**config.mk**
```make
export PLATFORM = sky130hd
export DESIGN_NAME = numbers_overlay
export DESIGN_NICKNAME = d
export VERILOG_FILES = /design/src/rtl/numbers_overlay.sv
export SDC_FILE = /design/constraint.sdc
export NUM_CORES = 1
export LEC_CHECK = 0
export ABC_AREA = 1
export CAP_MARGIN = 0
export CORE_MARGIN = 4
export CORE_UTILIZATION = 64
export DETAILED_ROUTE_END_ITERATION = 16
export GPL_TIMING_DRIVEN = 0
export PLACE_DENSITY = 0.85
export SETUP_SLACK_MARGIN = 0.4
export SYNTH_ARGS = -nofsm -noshare
export SYNTH_HDL_FRONTEND = slang
export SYNTH_SLANG_ARGS = --single-unit
export TNS_END_PERCENT = 30
```
**constraint.sdc**
```tcl
create_clock -name clk -period 4.42 [get_ports clk]
set_input_delay 0.884 -clock clk [delete_from_list [all_inputs] [get_ports clk]]
set_output_delay 0.884 -clock clk [all_outputs]
set_load 0.1 [all_outputs]
```
**src/rtl/numbers_overlay.sv**
```systemverilog
// On-screen numeric overlay: NUM_CH 16-bit values rendered as scaled 8x8 glyph rows.
// Values are snapshotted at frame start and converted into a bank that swaps atomically.
module numbers_overlay #(
    parameter int unsigned NUM_CH    = 3,
    parameter int unsigned X0        = 16,
    parameter int unsigned Y0        = 16,
    parameter int unsigned SCALE_SH  = 1,
    parameter int unsigned ROW_PITCH = 24
) (
    input  logic                 clk,
    input  logic                 reset,
    input  logic [9:0]           x_px,
    input  logic [9:0]           y_px,
    input  logic [NUM_CH*16-1:0] values,
    input  logic                 dec_mode,
    output logic                 pixel_on,
    output logic                 busy
);

    localparam int unsigned CW      = 8 << SCALE_SH;
    localparam int unsigned CH_W    = (NUM_CH > 1) ? $clog2(NUM_CH) : 1;
    localparam int unsigned CNT_W   = 4;
    localparam int unsigned BCD_W   = 20;
    localparam int unsigned CODE_W  = 5;
    localparam int unsigned COORD_W = 11;

    typedef enum logic [1:0] {IDLE, LOAD, SHIFT, COMMIT} state_t;

    state_t state, state_nxt;

    logic [15:0]        shadow_ch [NUM_CH];
    logic               shadow_dec;
    logic [CH_W-1:0]    ch_cnt;
    logic [CNT_W-1:0]   bit_cnt;
    logic [15:0]        bin;
    logic [BCD_W-1:0]   bcd;
    logic [3:0]         work_dig [NUM_CH][5];
    logic [3:0]         disp_dig [NUM_CH][5];
    logic               disp_dec;

    logic               trigger;
    logic               last_ch;
    logic               hex_ld, dec_ld, sh_en, sh_last, cm_en, busy_nxt;
    logic [BCD_W-1:0]   bcd_adj;
    logic [BCD_W-1:0]   bcd_nxt;

    // 8x8 font: codes 0-9, A-F, 16 = blank; row 0 in the top byte, bit 7 leftmost
    function automatic logic [63:0] glyph_rom(input logic [CODE_W-1:0] code);
        case (code)
            5'd0:    glyph_rom = 64'h3C666E7666663C00;
            5'd1:    glyph_rom = 64'h1838181818187E00;
            5'd2:    glyph_rom = 64'h3C66060C30607E00;
            5'd3:    glyph_rom = 64'h3C66061C06663C00;
            5'd4:    glyph_rom = 64'h0C1C3C6C7E0C0C00;
            5'd5:    glyph_rom = 64'h7E607C0606663C00;
            5'd6:    glyph_rom = 64'h3C66607C66663C00;
            5'd7:    glyph_rom = 64'h7E660C1818181800;
            5'd8:    glyph_rom = 64'h3C66663C66663C00;
            5'd9:    glyph_rom = 64'h3C66663E06663C00;
            5'd10:   glyph_rom = 64'h183C66667E666600;
            5'd11:   glyph_rom = 64'h7C66667C66667C00;
            5'd12:   glyph_rom = 64'h3C66606060663C00;
            5'd13:   glyph_rom = 64'h786C6666666C7800;
            5'd14:   glyph_rom = 64'h7E60607860607E00;
            5'd15:   glyph_rom = 64'h7E60607860606000;
            default: glyph_rom = 64'h0;
        endcase
    endfunction

    assign trigger = (state == IDLE) && (x_px == 10'd0) && (y_px == 10'd0);
    assign last_ch = (ch_cnt == CH_W'(NUM_CH - 1));

    // State register
    always_ff @(posedge clk) begin
        if (reset) state <= IDLE;
        else       state <= state_nxt;
    end

    // Next-state logic
    always_comb begin
        state_nxt = state;
        case (state)
            IDLE:    if (trigger) state_nxt = LOAD;
            LOAD:    if (shadow_dec)   state_nxt = SHIFT;
                     else if (last_ch) state_nxt = COMMIT;
            SHIFT:   if (bit_cnt == CNT_W'(15)) state_nxt = last_ch ? COMMIT : LOAD;
            COMMIT:  state_nxt = IDLE;
            default: state_nxt = IDLE;
        endcase
    end

    // Control strobes decoded from the current state
    always_comb begin
        hex_ld   = (state == LOAD) && !shadow_dec;
        dec_ld   = (state == LOAD) && shadow_dec;
        sh_en    = (state == SHIFT);
        sh_last  = (state == SHIFT) && (bit_cnt == CNT_W'(15));
        cm_en    = (state == COMMIT);
        busy_nxt = (state_nxt != IDLE);
    end

    // Double-dabble step: add 3 to every digit >= 5, then shift {bcd, bin} left
    always_comb begin
        bcd_adj = bcd;
        for (int i = 0; i < 5; i++) begin
            if (bcd[4*i +: 4] >= 4'd5) bcd_adj[4*i +: 4] = bcd[4*i +: 4] + 4'd3;
        end
        bcd_nxt = {bcd_adj[BCD_W-2:0], bin[15]};
    end

    // Conversion datapath and banks
    always_ff @(posedge clk) begin
        if (reset) begin
            busy       <= 1'b0;
            shadow_dec <= 1'b0;
            ch_cnt     <= '0;
            bit_cnt    <= '0;
            bin        <= '0;
            bcd        <= '0;
            disp_dec   <= 1'b0;
            for (int c = 0; c < int'(NUM_CH); c++) begin
                shadow_ch[c] <= '0;
                for (int d = 0; d < 5; d++) begin
                    work_dig[c][d] <= '0;
                    disp_dig[c][d] <= '0;
                end
            end
        end else begin
            busy <= busy_nxt;
            if (trigger) begin
                for (int c = 0; c < int'(NUM_CH); c++) shadow_ch[c] <= values[16*c +: 16];
                shadow_dec <= dec_mode;
                ch_cnt     <= '0;
            end
            if (dec_ld) begin
                bin     <= shadow_ch[ch_cnt];
                bcd     <= '0;
                bit_cnt <= '0;
            end
            if (hex_ld) begin
                work_dig[ch_cnt][0] <= 4'd0;
                for (int d = 1; d < 5; d++) work_dig[ch_cnt][d] <= shadow_ch[ch_cnt][4*(4-d) +: 4];
                ch_cnt <= ch_cnt + CH_W'(1);
            end
            if (sh_en) begin
                bcd     <= bcd_nxt;
                bin     <= {bin[14:0], 1'b0};
                bit_cnt <= bit_cnt + CNT_W'(1);
            end
            if (sh_last) begin
                for (int d = 0; d < 5; d++) work_dig[ch_cnt][d] <= bcd_nxt[4*(4-d) +: 4];
                ch_cnt <= ch_cnt + CH_W'(1);
            end
            if (cm_en) begin
                disp_dig <= work_dig;
                disp_dec <= shadow_dec;
            end
        end
    end

    logic [COORD_W-1:0] x11, y11, xr, yr;
    logic               in_x, hit;
    logic [CH_W-1:0]    ch_sel;

    assign x11  = {1'b0, x_px};
    assign y11  = {1'b0, y_px};
    assign in_x = (x11 >= COORD_W'(X0)) && (x11 < COORD_W'(X0 + 5*CW));
    assign xr   = x11 - COORD_W'(X0);

    // Channel row hit; unsigned 11-bit compares so nothing above/left of the block wraps in
    always_comb begin
        hit    = 1'b0;
        ch_sel = '0;
        yr     = '0;
        for (int c = 0; c < int'(NUM_CH); c++) begin
            if ((y11 >= COORD_W'(Y0 + c*ROW_PITCH)) && (y11 < COORD_W'(Y0 + c*ROW_PITCH + CW))) begin
                hit    = 1'b1;
                ch_sel = CH_W'(c);
                yr     = y11 - COORD_W'(Y0 + c*ROW_PITCH);
            end
        end
    end

    logic               s1_valid;
    logic [CH_W-1:0]    s1_ch;
    logic [2:0]         s1_dig, s1_row, s1_col;
    logic [3:0]         dig_val;
    logic [CODE_W-1:0]  glyph_code;
    logic [63:0]        glyph_bits;
    logic [7:0]         row_bits;

    // Stage 2 lookup: hex mode blanks the leading digit
    always_comb begin
        dig_val    = disp_dig[s1_ch][s1_dig];
        glyph_code = (!disp_dec && (s1_dig == 3'd0)) ? CODE_W'(16) : {1'b0, dig_val};
        glyph_bits = glyph_rom(glyph_code);
        row_bits   = 8'(glyph_bits >> {~s1_row, 3'b000});
    end

    // Two-stage render pipeline
    always_ff @(posedge clk) begin
        if (reset) begin
            s1_valid <= 1'b0;
            s1_ch    <= '0;
            s1_dig   <= '0;
            s1_row   <= '0;
            s1_col   <= '0;
            pixel_on <= 1'b0;
        end else begin
            s1_valid <= in_x && hit;
            s1_ch    <= ch_sel;
            s1_dig   <= 3'(xr >> (3 + SCALE_SH));
            s1_col   <= 3'(xr >> SCALE_SH);
            s1_row   <= 3'(yr >> SCALE_SH);
            pixel_on <= s1_valid && row_bits[~s1_col];
        end
    end

endmodule

```
=== Word-level counts from Yosys, hierarchy flattened ===
Memory sizes are Yosys's and may differ from the RTL's. A register that Yosys moved wholly into a read port is not among the register bits.
Cells that the tools add are included.

* Memories: 2
* Memory bits (writable): 48
* Output and inout bits: 2
* Memory bits (read-only): 656
* Input port bits: 71
* Logic and storage cells: 187
* Register bits after elaboration: 180

* Eq/ne operators: 5
* $add $sub $neg: 11
* Mux-type cells: 70
* Bitwise logic cells: 10
* Shift operators: 1
* Magnitude comparators: 18
* Reductions and logical operators: 24

{| class="wikitable"
|+ Memory list
! memory !! words !! width !! read ports !! clocked after Yosys merged registers in !! write ports !! RTL line !! RTL
|-
| (no name shown) || 16 || 41 || 1 || 0 || 0 || 49 || <nowiki>case (code)</nowiki>
|-
| shadow_ch || 3 || 16 || 1 || 1 || 3 || 31 || <nowiki>logic [15:0] shadow_ch [NUM_CH];</nowiki>
|}

{| class="wikitable"
|+ Operator list
! cell !! number
|-
| bitwise mux 60 bit || 9
|-
| demux 20 bit (select 2 bit) || 5
|-
| two-way mux 60 bit || 3
|-
| two-way mux 20 bit || 5
|-
| two-way mux 16 bit || 6
|-
| two-way mux 64 bit || 1
|-
| right shift 64 x 6 -> 8 bit || 1
|-
| bitwise AND 60 bit || 1
|-
| NOT 60 bit || 1
|-
| two-way mux 4 bit || 12
|-
| binary-select mux 20 bit (select 2 bit) || 1
|-
| two-way mux 2 bit || 11
|-
| greater-or-equal comparator 10 x 5 -> 1 bit, second input constant || 2
|-
| greater-or-equal comparator 4 x 3 -> 1 bit, second input constant || 5
|-
| logical NOT 10 bit || 2
|-
| < comparator 10 x 6 -> 1 bit, second input constant || 2
|-
| < comparator 10 x 7 -> 1 bit, second input constant || 2
|-
| adder 4 x 2 -> 4 bit, second input constant || 4
|-
| logical AND 1 bit || 13
|-
| binary-select mux 4 bit (select 3 bit) || 1
|-
| two-way mux 12 bit || 1
|-
| greater-or-equal comparator 10 x 6 -> 1 bit, second input constant || 1
|-
| greater-or-equal comparator 10 x 7 -> 1 bit, second input constant || 1
|-
| two-way mux 1 bit || 10
|-
| other kinds (28) || 39
|}

=== Longest topological paths before layout ===
* Word-level depth: 19
* Depth in mapped cells: 26
* Depth with buffers taken out: 24

=== Worst setup path after synthesis ===
Ideal clock, no wire load.

* Path type: in2reg
* Start point: input port y_px[8]
* End point: memory shadow_ch[0][0], enable pin
* Path buffers: 0
* Setup slack: 1250 ps
* Required time: 4013 ps
* Setup time: 407 ps
* Cell stages on the path: 6
* Arrival: 2762 ps
* Path through: or2_2 -> nor3_1 -> inv_1 -> nor3_1 -> nand4_1 -> nand2_1

{| class="wikitable"
|+ RTL lines
! item !! RTL line !! RTL
|-
| start, declared || 13 || <nowiki>input logic [9:0] y_px,</nowiki>
|-
| end, declared || 31 ||
|}

=== Worst setup path after layout ===
* Start point: register s1_dig[2]
* End point: register pixel_on

* Cells in the longest elaborated chain, start to end: 11
* Elaborated cells on any way between the ends: 13
* Those cells by class: shift: 1; mux: 7; bitwise: 1; reduce/logical: 3; memory: 1

{| class="wikitable"
|+ Ends and longest elaborated chain
! item !! RTL line !! RTL
|-
| start, declared || 186 || <nowiki>logic [2:0] s1_dig, s1_row, s1_col;</nowiki>
|-
| start signal, assigned || 212 || <nowiki>s1_dig <= 3'(xr >> (3 + SCALE_SH));</nowiki>
|-
| NOT 3 -> 4 bit (not written as such) || 194 || <nowiki>dig_val = disp_dig[s1_ch][s1_dig];</nowiki>
|-
| binary-select mux 4 bit (select 3 bit) || 194 ||
|-
| two-way mux 4 bit (not written as such) (2 in a row) || 194 ||
|-
| two-way mux 5 bit * || 195 || <nowiki>glyph_code = (!disp_dec && (s1_dig == 3'd0)) ? CODE_W'(16) : {1'b0, dig_val};</nowiki>
|-
| memory (16 x 41 bit) || n/a ||
|-
| two-way mux 64 bit * || 49 ||
|-
| right shift 64 x 6 -> 8 bit * || 197 || <nowiki>row_bits = 8'(glyph_bits >> {~s1_row, 3'b000});</nowiki>
|-
| binary-select mux 1 bit (select 3 bit) * || 215 || <nowiki>pixel_on <= s1_valid && row_bits[~s1_col];</nowiki>
|-
| two-way mux 1 bit (not written as such) * || 215 ||
|-
| logical AND 1 bit * || 215 ||
|-
| end signal, assigned || 215 ||
|-
| end, declared || 16 || <nowiki>output logic pixel_on,</nowiki>
|}

Every way passes the cells marked *; elsewhere a longest branch is shown, timed or not. The select of a mux whose other input is x is not followed.
A chain may end at the register's enable or synchronous reset.

==> PnR_summary.wiki <==
{| class="wikitable"
! Metric !! Value
|-
| Post-Route Skew || around 16 ps
|-
| Number of max-cap violations || 0
|-
| Library cell used as clock root buffer || sky130_fd_sc_hd__clkbuf_16
|-
| Cts hold-fix bufs || 0
|-
| Number of clock sinks || 230
|-
| Die Span Y || 141 µm
|-
| Type of element launching the critical path || flop
|-
| Normalized max-slew margin || about 22%
|-
| Global-route wire length before repair || 55900 µm
|-
| Core Util, Final || 76.1%
|-
| Final antenna diode count || 0
|-
| Distinct cell type count after synthesis || 42
|-
| Combinational family with the most area after synthesis || simple AND/OR/NAND/NOR gates
|-
| Worst endpoint required time || 4840 ps
|-
| Critical path fanouts, max || 7
|-
| Leak pwr || 5.17 nW
|-
| CTS HTree Levels || 1
|-
| Drc violations || 0
|-
| TritonCTS clock tree || built
|-
| Largest net degree at the start of global routing || between 40 and 50
|-
| Detailed Route Iter0 Violations || between 1000 and 1500
|-
| Post-detailed-placement half-perimeter wirelength || 26300 µm
|-
| Warning count from the yosys run || 0
|-
| Xor/xnor cell area share of the yosys netlist || 0.769%
|-
| Outcome || complete, no violations
|-
| Num CTS Buffers || 24
|-
| Peak VDD IR || about 0.00032 V
|-
| Setup repair after global routing missed its margin || no
|-
| Core region area || 17400 µm²
|-
| Final setup violation count || 0
|-
| First-pass iteration count of the detailed router || 6
|-
| Data arrival time of the critical path || around 3500 ps
|-
| Share of the yosys chip area belonging to registers || 44.7%
|-
| Pin slew with the least headroom to its limit || approximately 1200 ps
|-
| Mux contribution to synthesized area || 0%
|-
| Number of nets in the synthesized netlist || 1681
|-
| Final critical delay including setup and external delays || 3100 ps
|-
| Ports placed on the boundary || 73
|-
| Fmax || around 320 MHz
|-
| Drt wl/cell || 18.6 µm
|-
| Fraction of layout cells with a size suffix above 1 || 5.70%
|-
| Count of port buffers added during placement || 71
|-
| Remaining antenna violation count || 0
|-
| Number of global-route vias before repair || 10709
|-
| Pwr dens || roughly 350 nW/µm²
|-
| All-layer global routing usage || 35.1%
|-
| Clock latency at the later pin of the worst-skew pair || 520 ps
|-
| Total Nets Final || 1779
|-
| Clock-pin slew on the worst setup and hold paths || 70 ps
|-
| Kind of end point of the critical path || flop
|-
| Final GP Congestion || 0.959
|-
| Deepest clock path buffer count || 3
|-
| Starting utilization of the core area || 65.6%
|-
| Die extent in x || 141 µm
|-
| CTS resizes || 0
|-
| Count of mapped cells out of synthesis || 1586
|-
| Setup repair bufs after CTS || 0
|-
| Class of the most critical setup path || flop to flop
|-
| Average footprint of a synthesized cell || around 7 µm²
|-
| Antenna violations before repair || 0
|-
| FF+latch count, synth || 230
|-
| Compound-Gate Fraction of Synth Area || 17.0%
|-
| Site Rows || 48
|-
| Number of hold violations in the final report || 0
|-
| Slew Viols, Final || 0
|-
| Via density || 5.91
|-
| Area Growth Syn to Fin || 16.0%
|-
| Synth Area in Adders || 2.64%
|-
| Final total negative setup slack || 0 ps
|-
| Fraction of the mapped netlist area in simple logic gates || 26.4%
|-
| Classification of the worst-slack hold path || flop to flop
|-
| Tightest hold margin || 469 ps
|-
| WL final || 35900 µm
|-
| Fin crit share || 70.1%
|-
| Total via count in the routed design || between 10000 and 15000
|-
| Total die area || roughly 20000 µm²
|-
| Area of the mapped netlist || 11400 µm²
|-
| Total congestion overflow after global routing || 0
|}
final cells by class:
class | instances | area [µm²]
Buffer | 86 | 405
Clock buffer | 36 | 712
Clock inverter | 8 | 91.3
Fill cell | 1263 | 4160
Inverter | 149 | 567
Multi-Input combinational cell | 1121 | 5330
Sequential cell | 230 | 5080
Tap cell | 225 | 282
Timing Repair Buffer | 72 | 731
report_power, final:
group	internal (W)	total (W)	switching, W
Sequential	0.00216	0.00217	0.0000106
Clock	0.00123	0.00207	0.000842
Combinational	0.000143	0.000376	0.000233
final timing paths:
path	from	to	slack (ps)	depth (start not counted)
max reg2reg	s1_dig[2]	pixel_on	1320	18
max	s1_dig[2]	pixel_on	1320	18
min reg2reg	bit_cnt[3]	bit_cnt[3]	470	2
min	bit_cnt[3]	bit_cnt[3]	470	2
critical path, cell delays in order, from the launching register on:
cell                      delay [ps]
sky130_fd_sc_hd__dfxtp_1         580
sky130_fd_sc_hd__inv_1            80
sky130_fd_sc_hd__nor2_1          370
sky130_fd_sc_hd__nand2_1         140
sky130_fd_sc_hd__nand2_2         210
sky130_fd_sc_hd__nand2_2         170
sky130_fd_sc_hd__ha_1            390
sky130_fd_sc_hd__inv_1            80
sky130_fd_sc_hd__nand3_1         130
sky130_fd_sc_hd__nand2_1         140
sky130_fd_sc_hd__nand2_1          60
sky130_fd_sc_hd__nand2_1          90
sky130_fd_sc_hd__nand2_1          80
sky130_fd_sc_hd__nand2_1         100
sky130_fd_sc_hd__a21oi_1          60
sky130_fd_sc_hd__a21oi_1         150
sky130_fd_sc_hd__nor2_1           50
sky130_fd_sc_hd__nor2_1           80
sky130_fd_sc_hd__nor2_1           50
synth_stat cells, drive strengths merged:
cell     count  area [µm²]
and3         2        12.5
inv        146         556
nand3b       2        15.0
o22ai        2        12.5
ha          24         300
dfxtp      182        3640
or2         12        75.1
clkinv       3        11.3
o21ai      189         946
edfxtp      48        1440
o211ai       1        7.51
clkbuf      68         255
nand4        8        50.1
nand3       98         510
nor2       233         887
buf         18         150
a2111oi      1        8.76
nand2      349        1350
nor4         3        18.8
nor3        15        86.3
o2111ai      1        8.76
xor2        10        87.6
a211oi       4        30.0
a31oi       30         188
a221oi       1        8.76
o21a         2        15.0
a21oi      134         704
routing by layer:
| layer | vias up | share of wire, % | track usage, % |
|---|---|---|---|
| li1 | 5387 | - | - |
| met1 | 5168 | 38 | 44.4 |
| met2 | 688 | 46 | 57.8 |
| met3 | 139 | 9.6 | 5.49 |
| met4 | 0 | 5.8 | 18.9 |
| met5 | - | 0 | 0 |
layout by cell type, fill, tap and decap left out, drive strengths merged:
master         count
nand2            349
nor2             233
o21ai            189
dfxtp            182
inv              146
a21oi            134
clkbuf           104
nand3             98
clkdlybuf4s50     71
edfxtp            48
a31oi             30
ha                24
buf               19
nor3              15
or2               12
xor2              10
nand4              8
clkinv             6
a211oi             4
nor4               3
clkinvlp           3
and3               2
nand3b             2
o21a               2
o22ai              2
bufinv             2
a221oi             1
a2111oi            1
o211ai             1
o2111ai            1
metrics by stage:
stage | std cells | instance area [µm²] | worst slack (ps) | total power (W)
floorplan | 1586 | 11400 | 1250 | 0.00243
global placement | 1882 | 12400 | 337 | 0.00257
detailed placement | 1883 | 12400 | 950 | 0.00258
CTS | 1927 | 13200 | 1380 | 0.00459
global route | 1927 | 13200 | 1100 | 0.00472
finish | 1927 | 13200 | 1320 | 0.00462
flip-flops by register name, indices dropped and copies added, names as in the netlist, 2 cells and up, named ones only:
| signal | count |
|---|---|
| disp_dig | 60 |
| work_dig | 60 |
| shadow_ch | 48 |
| bcd | 20 |
| bin | 16 |
| bit_cnt | 4 |
| s1_col | 3 |
| s1_dig | 3 |
| s1_row | 3 |
| ch_cnt | 2 |
| s1_ch | 2 |
| state | 2 |
kinds of logic (layout without fill, tap and decap cells):
family | count (synthesis) | after routing
AOI/OAI and AO/OA | 365 | 365
xor gates and xnor gates | 10 | 10
adders and majority gates | 24 | 24
buffers and inverters | 235 | 351
DFF | 230 | 230
and+or+nand+nor | 722 | 722
(Power assumes the default switching activity.)
